## src/rtl/sevenseg_pkg.sv

```systemverilog
// Shared types and segment patterns for the seven-segment capture path.
package sevenseg_pkg;

  localparam int unsigned SEG_W = 7;

  // Active-low segment patterns, bit6..bit0 = g,f,e,d,c,b,a.
  localparam logic [SEG_W-1:0] SEG_0     = 7'h40;
  localparam logic [SEG_W-1:0] SEG_1     = 7'h79;
  localparam logic [SEG_W-1:0] SEG_2     = 7'h24;
  localparam logic [SEG_W-1:0] SEG_3     = 7'h30;
  localparam logic [SEG_W-1:0] SEG_4     = 7'h19;
  localparam logic [SEG_W-1:0] SEG_5     = 7'h12;
  localparam logic [SEG_W-1:0] SEG_6     = 7'h02;
  localparam logic [SEG_W-1:0] SEG_7     = 7'h78;
  localparam logic [SEG_W-1:0] SEG_8     = 7'h00;
  localparam logic [SEG_W-1:0] SEG_9     = 7'h10;
  localparam logic [SEG_W-1:0] SEG_A     = 7'h08;
  localparam logic [SEG_W-1:0] SEG_B     = 7'h03;
  localparam logic [SEG_W-1:0] SEG_C     = 7'h46;
  localparam logic [SEG_W-1:0] SEG_D     = 7'h21;
  localparam logic [SEG_W-1:0] SEG_E     = 7'h06;
  localparam logic [SEG_W-1:0] SEG_F     = 7'h0E;
  localparam logic [SEG_W-1:0] SEG_BLANK = 7'h7F;

  // Stability tracker states.
  typedef enum logic [1:0] {
    IDLE  = 2'd0,
    TRACK = 2'd1,
    HELD  = 2'd2
  } state_t;

  // What a stable segment pattern turned out to be.
  typedef enum logic [1:0] {
    HEX     = 2'd0,
    BLANK   = 2'd1,
    INVALID = 2'd2
  } kind_t;

endpackage

```

## src/rtl/sevenseg_decode.sv

```systemverilog
// Combinational seven-segment pattern to hex nibble decoder.
module sevenseg_decode
  import sevenseg_pkg::*;
(
  input  logic [SEG_W-1:0] seg_n,
  output logic [3:0]       nibble_c,
  output kind_t            kind_c
);

  // Map the active-low pattern onto a nibble, blank or invalid.
  always_comb begin
    nibble_c = 4'h0;
    kind_c   = HEX;
    case (seg_n)
      SEG_0:     nibble_c = 4'h0;
      SEG_1:     nibble_c = 4'h1;
      SEG_2:     nibble_c = 4'h2;
      SEG_3:     nibble_c = 4'h3;
      SEG_4:     nibble_c = 4'h4;
      SEG_5:     nibble_c = 4'h5;
      SEG_6:     nibble_c = 4'h6;
      SEG_7:     nibble_c = 4'h7;
      SEG_8:     nibble_c = 4'h8;
      SEG_9:     nibble_c = 4'h9;
      SEG_A:     nibble_c = 4'hA;
      SEG_B:     nibble_c = 4'hB;
      SEG_C:     nibble_c = 4'hC;
      SEG_D:     nibble_c = 4'hD;
      SEG_E:     nibble_c = 4'hE;
      SEG_F:     nibble_c = 4'hF;
      SEG_BLANK: kind_c   = BLANK;
      default:   kind_c   = INVALID;
    endcase
  end

endmodule

```

## src/rtl/sevenseg_capture.sv

```systemverilog
// Passive snooper for the multiplexed seven-segment bus: waits for a stable
// digit pattern and decodes it back to a hex nibble per digit.
// Optional decimal-point capture is enabled with SEVENSEG_CAPTURE_DP_EN.
module sevenseg_capture
  import sevenseg_pkg::*;
#(
  parameter int unsigned DIGITS        = 4,
  parameter int unsigned STABLE_CYCLES = 8,
  parameter int unsigned CNT_W         = 8
) (
  input  logic                  clock,
  input  logic                  resetn,
  input  logic                  clear,
  input  logic [DIGITS-1:0]     an_n,
  input  logic [6:0]            seg_n,
  output logic [4*DIGITS-1:0]   value,
  output logic [DIGITS-1:0]     digit_valid,
  output logic [DIGITS-1:0]     invalid_pat,
  output logic                  frame_done
`ifdef SEVENSEG_CAPTURE_DP_EN
  ,
  input  logic                  dp_n,
  output logic [DIGITS-1:0]     dp
`endif
);

`ifdef SEVENSEG_CAPTURE_DP_EN
  localparam int unsigned DP_W = 1;
`else
  localparam int unsigned DP_W = 0;
`endif
  localparam int unsigned SAMPLE_W = DIGITS + SEG_W + DP_W;

  logic [SAMPLE_W-1:0] pin_c;
  logic [SAMPLE_W-1:0] sync1;
  logic [SAMPLE_W-1:0] sample;
  logic [SAMPLE_W-1:0] prev;
  logic [DIGITS-1:0]   an_s;
  logic [SEG_W-1:0]    seg_s;
  logic [DIGITS-1:0]   sel_mask;
  logic [DIGITS-1:0]   seen;
  logic [CNT_W-1:0]    cnt;
  state_t              state;
  logic                onehot;
  logic                changed;
  logic                capture;
  logic [3:0]          dec_nibble;
  kind_t               dec_kind;

`ifdef SEVENSEG_CAPTURE_DP_EN
  assign pin_c = {an_n, seg_n, dp_n};
`else
  assign pin_c = {an_n, seg_n};
`endif

  // Two-flop synchronizer; resets to the idle bus (all lines high).
  always_ff @(posedge clock or negedge resetn) begin
    if (!resetn) begin
      sync1  <= '1;
      sample <= '1;
    end else begin
      sync1  <= pin_c;
      sample <= sync1;
    end
  end

  assign an_s     = sample[SAMPLE_W-1 -: DIGITS];
  assign seg_s    = sample[DP_W +: SEG_W];
  assign sel_mask = ~an_s;
  assign onehot   = $onehot(sel_mask);
  assign changed  = (sample != prev);

  // Capture fires on the sample that makes the run STABLE_CYCLES long.
  always_comb begin
    capture = 1'b0;
    if (state == TRACK && !changed && cnt == CNT_W'(STABLE_CYCLES - 1))
      capture = 1'b1;
  end

  sevenseg_decode u_decode (
    .seg_n    (seg_s),
    .nibble_c (dec_nibble),
    .kind_c   (dec_kind)
  );

  // Stability tracker: counts identical one-hot samples, saturating at capture.
  always_ff @(posedge clock or negedge resetn) begin
    if (!resetn) begin
      state <= IDLE;
      cnt   <= '0;
      prev  <= '1;
    end else begin
      prev <= sample;
      if (clear) begin
        state <= IDLE;
        cnt   <= '0;
      end else begin
        case (state)
          IDLE: begin
            if (onehot) begin
              state <= TRACK;
              cnt   <= CNT_W'(1);
            end
          end
          TRACK, HELD: begin
            if (changed) begin
              if (onehot) begin
                state <= TRACK;
                cnt   <= CNT_W'(1);
              end else begin
                state <= IDLE;
                cnt   <= '0;
              end
            end else if (capture) begin
              state <= HELD;
              cnt   <= CNT_W'(STABLE_CYCLES);
            end else if (state == TRACK && cnt < CNT_W'(STABLE_CYCLES)) begin
              cnt <= cnt + CNT_W'(1);
            end
          end
          default: begin
            state <= IDLE;
            cnt   <= '0;
          end
        endcase
      end
    end
  end

  // Per-digit capture registers and frame completion tracking.
  always_ff @(posedge clock or negedge resetn) begin
    if (!resetn) begin
      value       <= '0;
      digit_valid <= '0;
      invalid_pat <= '0;
      seen        <= '0;
      frame_done  <= 1'b0;
`ifdef SEVENSEG_CAPTURE_DP_EN
      dp          <= '0;
`endif
    end else if (clear) begin
      value       <= '0;
      digit_valid <= '0;
      invalid_pat <= '0;
      seen        <= '0;
      frame_done  <= 1'b0;
`ifdef SEVENSEG_CAPTURE_DP_EN
      dp          <= '0;
`endif
    end else begin
      frame_done <= &seen;
      seen       <= ((&seen) ? '0 : seen) | (capture ? sel_mask : '0);
      for (int i = 0; i < int'(DIGITS); i++) begin
        if (capture && sel_mask[i]) begin
          case (dec_kind)
            HEX: begin
              value[4*i +: 4] <= dec_nibble;
              digit_valid[i]  <= 1'b1;
              invalid_pat[i]  <= 1'b0;
            end
            BLANK: begin
              digit_valid[i]  <= 1'b0;
              invalid_pat[i]  <= 1'b0;
            end
            default: begin
              invalid_pat[i]  <= 1'b1;
            end
          endcase
`ifdef SEVENSEG_CAPTURE_DP_EN
          dp[i] <= ~sample[0];
`endif
        end
      end
    end
  end

endmodule

```

## config.mk

```make
export PLATFORM = sky130hd
export DESIGN_NAME = sevenseg_capture
export DESIGN_NICKNAME = d
export VERILOG_FILES = /design/src/rtl/sevenseg_pkg.sv /design/src/rtl/sevenseg_decode.sv /design/src/rtl/sevenseg_capture.sv
export SDC_FILE = /design/constraint.sdc
export NUM_CORES = 1
export LEC_CHECK = 0
export ABC_CLOCK_PERIOD_IN_PS = 5600
export CORE_MARGIN = 4
export CORE_UTILIZATION = 40
export DETAILED_ROUTE_END_ITERATION = 8
export GPL_TIMING_DRIVEN = 0
export MAX_ROUTING_LAYER = met4
export PLACE_DENSITY = 0.7
export RECOVER_POWER = 50
export SYNTH_ARGS = -nofsm -noshare
export SYNTH_HDL_FRONTEND = slang
export SYNTH_SLANG_ARGS = --single-unit
export TNS_END_PERCENT = 10
```

## constraint.sdc

```tcl
create_clock -name clock -period 5.6 [get_ports clock]
set_clock_uncertainty 0.2 [all_clocks]
set_input_delay 0.56 -clock clock [delete_from_list [all_inputs] [get_ports clock]]
set_output_delay 0.56 -clock clock [all_outputs]
set_load 0.01 [all_outputs]
```

==> impl_metrics.ini <==
[status]
status = finished clean

[sta]
layout_min_cycle_time_ns = 3.186
final_max_slew_viol_count = 0
slew-limit-headroom_pct = 42.06
tightest_slew_ns = 0.8691
finalWorstSetupSlack_ns = 2.414
final_hold_slack_ns = 0.1263
finalSetupViolations = 0
fmaxAchievable_mhz = 313.9
rsz0062_at_grt = no
totalNegativeSetupSlack_ns = 0
final-hold-violation-count = 0
fin_crit_sh_pct = 56.89

[die]
coreArea_um2 = 8341
die_w_um = 101.2
floorplan.initialDensity_pct = 41.69
chipHeight_um = 101.2
top_level_ports = 39
dieArea_um2 = 10250
placement_rows = 33

[routing]
drt-pass1-iter-count = 4
drtIter0Drc = 173
wire_per_inst_um = 15.12
remaining_drc_errors = 0
avgViaCountPerCell = 5.351
totalWireLength_um = 6894
wl_met2_um = 3131
drtAntennaViolNets = 0
detailroute.via_count = 2440
detail_route.wirelength.met1_um = 3222
routed-wl-met3_um = 357
topRoutingLayerUsed = met4

[worst_setup_path]
max_stage_delay_ns = 0.69
crit_path_max_delay_family = adder cells
critical_path.cell_chain = fa_1 > inv_1 > ha_1 > ha_1 > nor3b_1 > nor3b_1 > a41o_1 > buf_2 > nor4_1 > a21o_1
cp.required_ns = 5.69
cp_slowest_cell = sky130_fd_sc_hd__dfstp_1
critical_path_class = reg2reg
worst_setup_path_end_kind = flop
worstPathArrival_ns = 3.27
crit_start = sample[8]
crit_path_max_fanout = 10
timing.critical_path.buf_inv = 2
startpoint_type = flop
startpoint_of_the_worst_slack_reg_to_reg_timing_path = sample[8]

[grt]
grt_pass1_wl_um = 11840
grt_pass1_vias = 2423
pin_count_of_the_biggest_net_entering_global_routing = 73
grt_antenna_before_repair = 0
globalRoute.totalOverflow = 0
grt.total_usage_pct = 15.07

[clock_tree]
htreeDepth = 3
post-cts-setup-buffer-count = 0
clkSlewWorstSetupHoldPaths_ns = 0.08
worst_skew_pair.late_latency_ns = 0.35
postCtsHoldBufs = 0
cts.sink_count = 72
clk_path_buf_depth = 2
cts_made_buffers = 9
root_buffer_cell = sky130_fd_sc_hd__clkbuf_8
cts_tree = yes
cts_repair_resize_count = 0

[power]
worst_ir_drop_on_vdd_mv = 0.1720
static-leakage-power_nw = 1.688
report.power.total_mw = 1.191
power.density_nw_per_um2 = 284.0

[synthesis]
synth_ff_type = sky130_fd_sc_hd__dfrtp_1
yosysUniqueCellTypes = 64
syn_nets = 319
post-synth-top-area-cell = sky130_fd_sc_hd__dfrtp_1
synthMostInstantiatedCell = sky130_fd_sc_hd__dfrtp_1
synthTopCellsByArea = sky130_fd_sc_hd__dfrtp_1 (28%), sky130_fd_sc_hd__dfstp_2 (25%), sky130_fd_sc_hd__o21ai_1 (2.9%)
yosys_register_bits = 72
fraction_of_synthesis_flops_using_an_asynchronous_set_or_reset_pin_pct = 100.0
mappedNetlistArea_um2 = 3477
ys_warn_count = 0
synth_seq_area_share_pct = 53.00
postSynthCellCount = 298
synth_enable_flop_cells = 0
synth_top_cell_area_share_pct = 28.07
avgSynthCellArea_um2 = 11.67
post_synth_most_frequent_cells = sky130_fd_sc_hd__dfrtp_1 (39), sky130_fd_sc_hd__dfstp_2 (33), sky130_fd_sc_hd__nand2_1 (24)

[cells_and_area]
final_cell_count_no_fill = 456
areaGrowthSynthToFinish_pct = 20.65
drive_gt1_share_pct = 23.08
final_core_utilization_pct = 50.30
filler_cell_count = 757
final_area_um2 = 4195
fin_nets = 367
n_antenna_cell = 0

[place]
portBuffers = 37
placement.setup.worst_slack_ns = 2.533
dpl.hpwl_um = 4880
place_area_um2 = 3976
post-place-cells = 440
globalplace.congestion = 0.8580

[min_path]
timing.hold.worst.class = in2async

[run]
max-cap-violations = 0
layout make-up:
cell class	count	area (um^2)	area share, %
Tap cell	105	131.4	3.132
Buffer	15	91.34	2.177
Clock buffer	10	148.9	3.549
Multi-Input combinational cell	204	1516	36.15
Inverter	7	26.28	0.6263
Sequential cell	72	1843	43.93
Timing Repair Buffer	37	367.9	8.768
Clock inverter	6	70.07	1.670
worst paths after layout:
kind | endpoint | slack [ns] | cells after the start
setup / recovery | cnt[2] | 2.41 | 10
min in group clock | sample[2] | 0.16 | 0
hold reg to reg | sample[2] | 0.16 | 0
hold / removal | value[14] | 0.13 | 1
setup reg to reg | cnt[2] | 2.41 | 10
max in group asynchronous | digit_valid[1] | 4.51 | 1
registers in the layout, indices dropped and copies added, names as in the netlist:
signal	flops
cnt	8
digit_valid	4
frame_done	1
invalid_pat	4
prev	11
sample	11
seen	4
state	2
sync1	11
value	16
placed cells by master (no fill, tap or decap), types with 3 or more instances in the layout:
| cell type | netlist | final |
|---|---|---|
| sky130_fd_sc_hd__a21oi_1 | 14 | 14 |
| sky130_fd_sc_hd__buf_2 | 7 | 7 |
| sky130_fd_sc_hd__buf_6 | 3 | 3 |
| sky130_fd_sc_hd__clkbuf_1 | 3 | 3 |
| sky130_fd_sc_hd__clkbuf_8 | 0 | 9 |
| sky130_fd_sc_hd__clkdlybuf4s50_1 | 0 | 25 |
| sky130_fd_sc_hd__dfrtp_1 | 39 | 39 |
| sky130_fd_sc_hd__dfstp_1 | 0 | 11 |
| sky130_fd_sc_hd__dfstp_2 | 33 | 22 |
| sky130_fd_sc_hd__dlygate4sd3_1 | 0 | 11 |
| sky130_fd_sc_hd__ha_1 | 6 | 6 |
| sky130_fd_sc_hd__inv_1 | 7 | 7 |
| sky130_fd_sc_hd__inv_6 | 0 | 3 |
| sky130_fd_sc_hd__mux2_2 | 5 | 5 |
| sky130_fd_sc_hd__mux2i_1 | 8 | 8 |
| sky130_fd_sc_hd__nand2_1 | 24 | 24 |
| sky130_fd_sc_hd__nand2b_1 | 7 | 7 |
| sky130_fd_sc_hd__nand3_1 | 5 | 5 |
| sky130_fd_sc_hd__nand3b_1 | 4 | 4 |
| sky130_fd_sc_hd__nor2_1 | 14 | 14 |
| sky130_fd_sc_hd__nor3_1 | 8 | 8 |
| sky130_fd_sc_hd__nor3_2 | 5 | 5 |
| sky130_fd_sc_hd__nor4_1 | 7 | 7 |
| sky130_fd_sc_hd__o21a_1 | 9 | 9 |
| sky130_fd_sc_hd__o21ai_0 | 8 | 8 |
| sky130_fd_sc_hd__o21ai_1 | 20 | 20 |
| sky130_fd_sc_hd__xnor2_1 | 5 | 5 |
| sky130_fd_sc_hd__xnor2_2 | 4 | 4 |
where the power goes:
group	internal [mW]	switching, mW	leakage, nW
Combinational	0.0790	0.0867	0.704
Sequential	0.556	0.0252	0.871
Clock	0.237	0.207	0.113
Total	0.872	0.319	1.69
logic make-up after synthesis:
group	Yosys count	synth area share [%]
adders and majority gates	7	2.735
xor gates and xnor gates	11	4.714
muxes	13	3.922
AOI/OAI and AO/OA	71	12.99
buffers and inverters	22	3.382
DFF	72	53.00
and+or+nand+nor	102	19.25
per-layer routing:
metal,global-route usage [%],vias to the layer above
met5,-,-
met4,7.975,0
met3,2.479,15
met2,22.59,83
met1,19.60,1182
li1,-,1160
Note: power is estimated with default switching activity, not from simulation.
